File: config.mk
export PLATFORM = sky130hd
export DESIGN_NAME = rsa_result_collector
export DESIGN_NICKNAME = d
export VERILOG_FILES = /design/src/rtl/rsa_result_collector.sv
export SDC_FILE = /design/constraint.sdc
export NUM_CORES = 1
export LEC_CHECK = 0
export BUFFER_PORTS_ARGS = -buffer_cell sky130_fd_sc_hd__buf_2
export CORE_MARGIN = 5
export CORE_UTILIZATION = 50
export CTS_CLUSTER_DIAMETER = 120
export DETAILED_ROUTE_END_ITERATION = 12
export GPL_ROUTABILITY_DRIVEN = 0
export GPL_TIMING_DRIVEN = 0
export MAX_ROUTING_LAYER = met4
export PLACE_DENSITY = 0.84
export SYNTH_ARGS = -nofsm -noshare
export SYNTH_HDL_FRONTEND = slang
export SYNTH_SLANG_ARGS = --single-unit
File: constraint.sdc
create_clock -name clk -period 1.75 [get_ports clk]
set_input_delay 0.0875 -clock clk [delete_from_list [all_inputs] [get_ports clk]]
set_output_delay 0.0875 -clock clk [all_outputs]
set_load 0.05 [all_outputs]
File: src/rtl/rsa_result_collector.sv
// Result sink for the systolic array: captures ROWS*COLS beats into a register buffer, raises done, serves 1-cycle registered reads.
// Latency: out_rdy/busy one cycle after start, done one cycle after the last beat, read data one cycle after rd_en.
// Backpressure: out_rdy is high only while collecting. Define RSA_COLLECT_TRANSPOSE_EN to store the matrix column-major.
module rsa_result_collector #(
    parameter int OUT_LEN    = 8,
    parameter int ROWS       = 3,
    parameter int COLS       = 3,
    parameter int ADDR_WIDTH = 4
) (
    input  logic                  clk,
    input  logic                  sys_rst,
    input  logic                  start,
    input  logic                  out_val,
    input  logic [OUT_LEN-1:0]    out_data,
    output logic                  out_rdy,
    output logic                  busy,
    output logic                  done,
    output logic [ADDR_WIDTH:0]   beat_cnt,
    input  logic                  rd_en,
    input  logic [ADDR_WIDTH-1:0] rd_addr,
    output logic [OUT_LEN-1:0]    rd_data,
    output logic                  rd_val
);

    localparam int CW    = ADDR_WIDTH + 1;
    localparam int DEPTH = ROWS * COLS;
    localparam logic [ADDR_WIDTH:0]   DEPTH_W  = CW'(DEPTH);
    localparam logic [ADDR_WIDTH:0]   LAST_W   = CW'(DEPTH - 1);
    localparam logic [ADDR_WIDTH-1:0] COL_LAST = ADDR_WIDTH'(COLS - 1);
    localparam logic [ADDR_WIDTH-1:0] ROW_STEP = ADDR_WIDTH'(ROWS);
    localparam logic [ADDR_WIDTH-1:0] ONE_A    = ADDR_WIDTH'(1);

    typedef enum logic [1:0] {
        IDLE    = 2'd0,
        COLLECT = 2'd1,
        DONE    = 2'd2
    } state_t;

    state_t                state_q, state_d;
    logic [ADDR_WIDTH:0]   beat_cnt_q, beat_cnt_d;
    logic [ADDR_WIDTH-1:0] row_q, row_d;
    logic [ADDR_WIDTH-1:0] col_q, col_d;
    logic [ADDR_WIDTH-1:0] wr_ptr_q, wr_ptr_d;
    logic [OUT_LEN-1:0]    rd_data_q, rd_data_d;
    logic                  rd_val_q, rd_val_d;
    logic [OUT_LEN-1:0]    mem_q [DEPTH];
    logic                  xfer;

    assign xfer = (state_q == COLLECT) && out_val;

    always_comb begin
        state_d    = state_q;
        beat_cnt_d = beat_cnt_q;
        row_d      = row_q;
        col_d      = col_q;
        wr_ptr_d   = wr_ptr_q;
        case (state_q)
            IDLE, DONE: begin
                if (start) begin
                    state_d    = COLLECT;
                    beat_cnt_d = '0;
                    row_d      = '0;
                    col_d      = '0;
                    wr_ptr_d   = '0;
                end
            end
            COLLECT: begin
                if (xfer) begin
                    beat_cnt_d = (beat_cnt_q == DEPTH_W) ? beat_cnt_q : beat_cnt_q + CW'(1);
                    if (col_q == COL_LAST) begin
                        col_d = '0;
                        row_d = row_q + ONE_A;
                    end else begin
                        col_d = col_q + ONE_A;
                    end
`ifdef RSA_COLLECT_TRANSPOSE_EN
                    // Column-major: stride by ROWS, rewind to the next row's first column slot on wrap.
                    wr_ptr_d = (col_q == COL_LAST) ? row_q + ONE_A : wr_ptr_q + ROW_STEP;
`else
                    wr_ptr_d = wr_ptr_q + ONE_A;
`endif
                    if (beat_cnt_q == LAST_W) begin
                        state_d = DONE;
                    end
                end
            end
            default: state_d = IDLE;
        endcase
    end

    always_comb begin
        rd_val_d  = rd_en;
        rd_data_d = rd_data_q;
        if (rd_en) begin
            rd_data_d = ({1'b0, rd_addr} < DEPTH_W) ? mem_q[rd_addr] : '0;
        end
    end

    always_ff @(posedge clk) begin
        if (sys_rst) begin
            state_q    <= IDLE;
            beat_cnt_q <= '0;
            row_q      <= '0;
            col_q      <= '0;
            wr_ptr_q   <= '0;
            rd_data_q  <= '0;
            rd_val_q   <= 1'b0;
        end else begin
            state_q    <= state_d;
            beat_cnt_q <= beat_cnt_d;
            row_q      <= row_d;
            col_q      <= col_d;
            wr_ptr_q   <= wr_ptr_d;
            rd_data_q  <= rd_data_d;
            rd_val_q   <= rd_val_d;
        end
    end

    // Buffer is deliberately not reset; reads of the same slot in the write cycle see old data.
    always_ff @(posedge clk) begin
        if (xfer && !sys_rst) begin
            mem_q[wr_ptr_q] <= out_data;
        end
    end

    assign out_rdy  = (state_q == COLLECT);
    assign busy     = (state_q == COLLECT);
    assign done     = (state_q == DONE);
    assign beat_cnt = beat_cnt_q;
    assign rd_data  = rd_data_q;
    assign rd_val   = rd_val_q;

endmodule

After elaboration in Yosys (flattened, before gate mapping)
Memory sizes are Yosys's and may differ from the RTL's.
Cells that the tools add are included.
- bits of input ports: 17
- word-level logic and storage cells: 40
- memories: 1
- memory bits (writable): 72
- flip-flop bits (word level): 20
- memory list (name ; words ; bits a word ; read ports ; clocked after memory_dff ; write ports ; RTL line ; text):
    mem_q ; 9 ; 8 ; 1 ; 0 ; 1 ; 46 ; logic [OUT_LEN-1:0] mem_q [DEPTH];
- reductions and logical operators: 9
- add/subtract/negate cells: 2
- equality and inequality tests: 8
- muxes and demuxes: 14
- magnitude comparators: 1
- operators with widths (kind ; number):
    two-way mux 5 bit ; 3
    == test 5 x 4 -> 1 bit (second input constant) ; 2
    one-hot mux 5 bit (2 select lines) ; 1
    two-way mux 4 bit ; 2
    two-way mux 8 bit ; 1
    one-hot mux 4 bit (2 select lines) ; 1
    two-way mux 2 bit ; 3
    AND reduction 3 bit ; 2
    adder 5 x 1 -> 5 bit (second input constant) ; 1
    adder 4 x 1 -> 4 bit (second input constant) ; 1
    < comparator 4 bit (second input constant) ; 1
    inequality test 2 x 1 -> 1 bit (second input constant) ; 2
    inequality test 2 bit (second input constant) ; 2
    one-hot mux 2 bit (2 select lines) ; 1
    AND reduction 4 bit ; 1
    == test 2 x 1 -> 1 bit (second input constant) ; 1
    == test 2 bit (second input constant) ; 1
    logical AND 1 bit ; 2
    logical NOT 2 bit ; 1
    two-way mux 1 bit ; 2
    nonzero test 2 bit ; 1
    OR reduction 2 bit ; 1
    logical NOT 1 bit ; 1

Longest topological paths before layout
- depth in word-level cells: 5
- depth in mapped cells: 6

Worst setup path before layout
OpenSTA, ideal clock, no wires.
- kind: register -> register
- from: reg state_q[1]
- to: mem mem_q[8][0], enable pin
- required time: 1.365 ns
- path slack: -0.011 ns
- arrival: 1.376 ns
- clock period less this slack: 1.761 ns
- stages on the path, launching flop included: 5
- setup time: 0.385 ns
- cell sequence: dfxtp_1 -> nand3b_1 -> nor2_1 -> nand2_1 -> nor3b_1
- longest elaborated chain between the ends: 5
- RTL lines (what ; RTL line ; text):
    from (decl) ; 39 ; state_t state_q, state_d;
    from (signal assigned) ; 109 ; state_q <= state_d;
    == test 2 x 1 -> 1 bit ; 49 ; assign xfer = (state_q == COLLECT) && out_val;
    logical AND 1 bit ; 49 ;
    logical AND 1 bit ; 121 ; if (xfer && !sys_rst) begin
    two-way mux 1 bit ; 121 ;
    two-way mux 1 bit (implied by the code) ; 122 ; mem_q[wr_ptr_q] <= out_data;
    to (decl) ; 46 ;
No other way between the ends.

Final worst setup path
- from: reg state_q[0]
- to: mem mem_q[1][1], enable pin
Same word-level chain as after synthesis.

==> results.md <==
* Status: finished clean
* Routed WL at 6.793 mm
* Number of buffers created by CTS at 9
* Die Y-Extent at 96.10 µm
* Final-layout fill cell count at 563
* Avg WL per Cell at 17.46 µm
* FF-to-FF End: mem_q[1][1]
* Unique masters post-synth at 38
* Reg2reg setup slack at 0.07 ns
* Setup-failing EPs final at 0
* Largest net degree at the start of global routing at 17
* Syn_area_per_cell at 15.77 µm²
* Dominant synthesized flop cell: edfxtp_1
* Kind of critical path: register to register
* CTS tree: built
* Switch share at 23.87%
* Max-slew headroom at 60.67%
* Remaining antenna violation count after routing at 0
* Crit path DAT at 1.72 ns
* Total GRT Usage at 16.63%
* Sw power at 0.0009390 W
* Synth Net Count at 259
* Pre-CTS setup slack at -0.5460 ns
* 1st-iter DRT viols at 136
* CTS sink cnt at 92
* Clk pwr share at 31.8%
* RR Startpoint: state_q[0]
* Final Hold Viols at 0
* Max Fanout on Critical Path at 8
* Yosys Warn Count at 0
* H-Tree Depth at 3
* Req. time, crit path at 1.79 ns
* Fin crit period at 1.679 ns
* Vias in the first global route at 2165
* Initial antenna violation count at 0
* WHS Endpoint: mem_q[4][5]
* Period Utilization, post-route at 95.93%
* Longest Clk Path Bufs at 2
* R2R depth at 4
* Num rows at 31
* Clock skew at 0.01395 ns
* Initial Utilization at 51.10%
* Lkg Pwr at 1.519 nW
* DRC Markers at 0
* Hold depth at 1
* Layout cells sized above 1 at 28.97%
* Sequential-to-total area share from yosys stat at 69.14%
* Port bufs at 32
* Clk slew on worst S/H paths at 0.09 ns
* CP Capture Type: register
* Comb power frac at 7.6%
* First-pass GRT wire length at 10.87 mm
* Final core utilization at 59.05%
* Full die area at 0.009234 mm²
* HP Start: out_data[5]
* FMAX at 0.5957 GHz
* Total number of vias at 2123
* Sequential cell area at 0.002564 mm²
* Max cap viols at 0
* Post-synth EDFFs at 72
* PwrDens at 918.6 mW/mm²
* Clk_lat worst skew at 0.36 ns
* Vias per inst at 5.458
* Cell area after synthesis at 0.003706 mm²
* Max-slew violation count at 0
* CP startpoint kind: register
* Maximum vdd drop at 0.5815 mV
* Synthesized instance count at 235
* Flop and latch count out of synthesis at 92
* Multi-input gate area at 0.001121 mm²
* Final nets at 309
* Worst min path class: input port to register
* Core area at 0.007253 mm²
* Final Power at 0.003934 W
* Total gr overflow at 0
* Antenna fix cells at 0
* Placed Cells at 366
* I/O Pins at 34
* Non-Filler Instances at 389
* Pre-antenna DRT Iters at 5
* Chip Width at 96.10 µm
* Internal Power at 0.002995 W
* Async S/R FF share, synth at 0%
* Sequential share of power at 60.7%
* Root Buffer: clkbuf_8
* Hold slack final at 0.01940 ns
* Setup ws final at 0.07129 ns
* Worst-Margin Slew at 0.5899 ns
* Synthesis-to-layout area growth at 15.56%
* Dpl hpwl at 4.782 mm
-- state kept, by name, indices dropped and copies added, names as in the netlist --
signal / flops
wr_ptr_q: 4
rd_data: 8
state_q: 2
mem_q: 72
rd_val: 1
beat_cnt: 5
-- cell usage in the layout (no fill, tap or decap), drive strengths merged, types with 2 or more instances in the layout --
cell type,count
a2111oi,3
a21oi,6
a221oi,3
a222oi,5
and2,6
and3b,2
buf,42
clkbuf,11
clkinv,5
clkinvlp,2
dfxtp,20
edfxtp,72
ha,7
inv,7
mux2i,8
mux4,13
nand2,18
nand2b,8
nand4,2
nor2,20
nor2b,5
nor3,3
nor4,2
o21ai,6
or3,3
xor2,3
-- cells in the mapped netlist (5+ instances only) --
master	n	area [µm²]
edfxtp_1	72	2162
dfxtp_1	20	400.4
nor2_1	19	71.32
nand2_1	18	67.56
mux4_2	11	247.7
mux2i_1	8	80.08
nand2b_1	8	50.05
ha_1	7	87.58
inv_1	7	26.28
a21oi_1	6	30.03
and2_1	6	37.54
o21ai_0	6	30.03
a222oi_1	5	50.05
nor2b_1	5	31.28
-- metal layers --
metal | GRT usage [%] | routed length, µm | vias up
met3 | 4.926 | 440 | 8
met4 | 5.332 | 74 | 0
met2 | 26.11 | 3307 | 73
li1 | - | - | 1002
met1 | 20.88 | 2972 | 1040
met5 | - | 0 | -
-- through the flow --
step           instance area [µm²]  TNS (ns)
5_1_grt                       4283  -0.07837
3_5_place_dp                  3995    -6.771
6_report                      4283         0
2_1_floorplan                 3711         0
4_1_cts                       4233   -0.1898
3_3_place_gp                  3995    -5.134
-- final cells by class --
type / instances / share of cell area, %
flip-flops and latches: 92 / 59.86
multi-input cells: 130 / 26.18
repair buffers: 39 / 5.317
clock buffers: 9 / 2.892
well taps: 99 / 2.892
clock inverters: 7 / 1.256
plain buffers: 6 / 0.9933
inverters: 7 / 0.6135
-- repair_timing --
item                                   in CTS  in global routing
setup endpoints to repair                  54                 67
buffers inserted                            1                  5
hold buffers                                1                  0
pin swaps                                   0                  2
resized for setup                           9                  5
endpoints found under the hold margin       2                  0
-- worst max-delay path, cell delays in order (launching register included) --
cell and delay, ns:
dfxtp_1 0.42, nand3b_1 0.20, buf_4 0.19, nor4_2 0.20, and2_2 0.35
-- power by group through the flow --
| stage | Clock [W] | Combinational, W | Sequential, W |
|---|---|---|---|
| floorplan | 0 | 0.000140 | 0.00248 |
| global placement | 0 | 0.000278 | 0.00244 |
| detailed placement | 0 | 0.000286 | 0.00244 |
| CTS | 0.00128 | 0.000290 | 0.00239 |
| global route | 0.00138 | 0.000321 | 0.00239 |
| finish | 0.00125 | 0.000298 | 0.00239 |
-- logic make-up (layout without fill, tap and decap cells) --
kind of cell	count (synthesis)	count (layout)	synth area share, %
AO/OA/AOI/OAI	26	26	4.963
XOR/XNOR	3	3	0.7091
adder cells (fa/ha/maj)	7	7	2.363
buffers and inverters	13	68	1.857
flip-flops	92	92	69.14
multiplexers	21	21	10.26
AND/OR/NAND/NOR	73	73	10.70
-- worst max-delay path by stage --
stage	slack, ns	end	startpoint	cells past startpoint
after floorplan	0.05	mem_q[0][0]	state_q[1]	4
after detailed placement	-0.55	mem_q[0][1]	state_q[0]	4
after CTS	-0.03	mem_q[0][1]	state_q[0]	4
after global placement	-0.44	mem_q[0][1]	sys_rst	5
final	0.07	mem_q[1][1]	state_q[0]	4
after global routing	-0.02	mem_q[5][5]	state_q[0]	3
No activity file was read; power rests on OpenSTA's default activity.
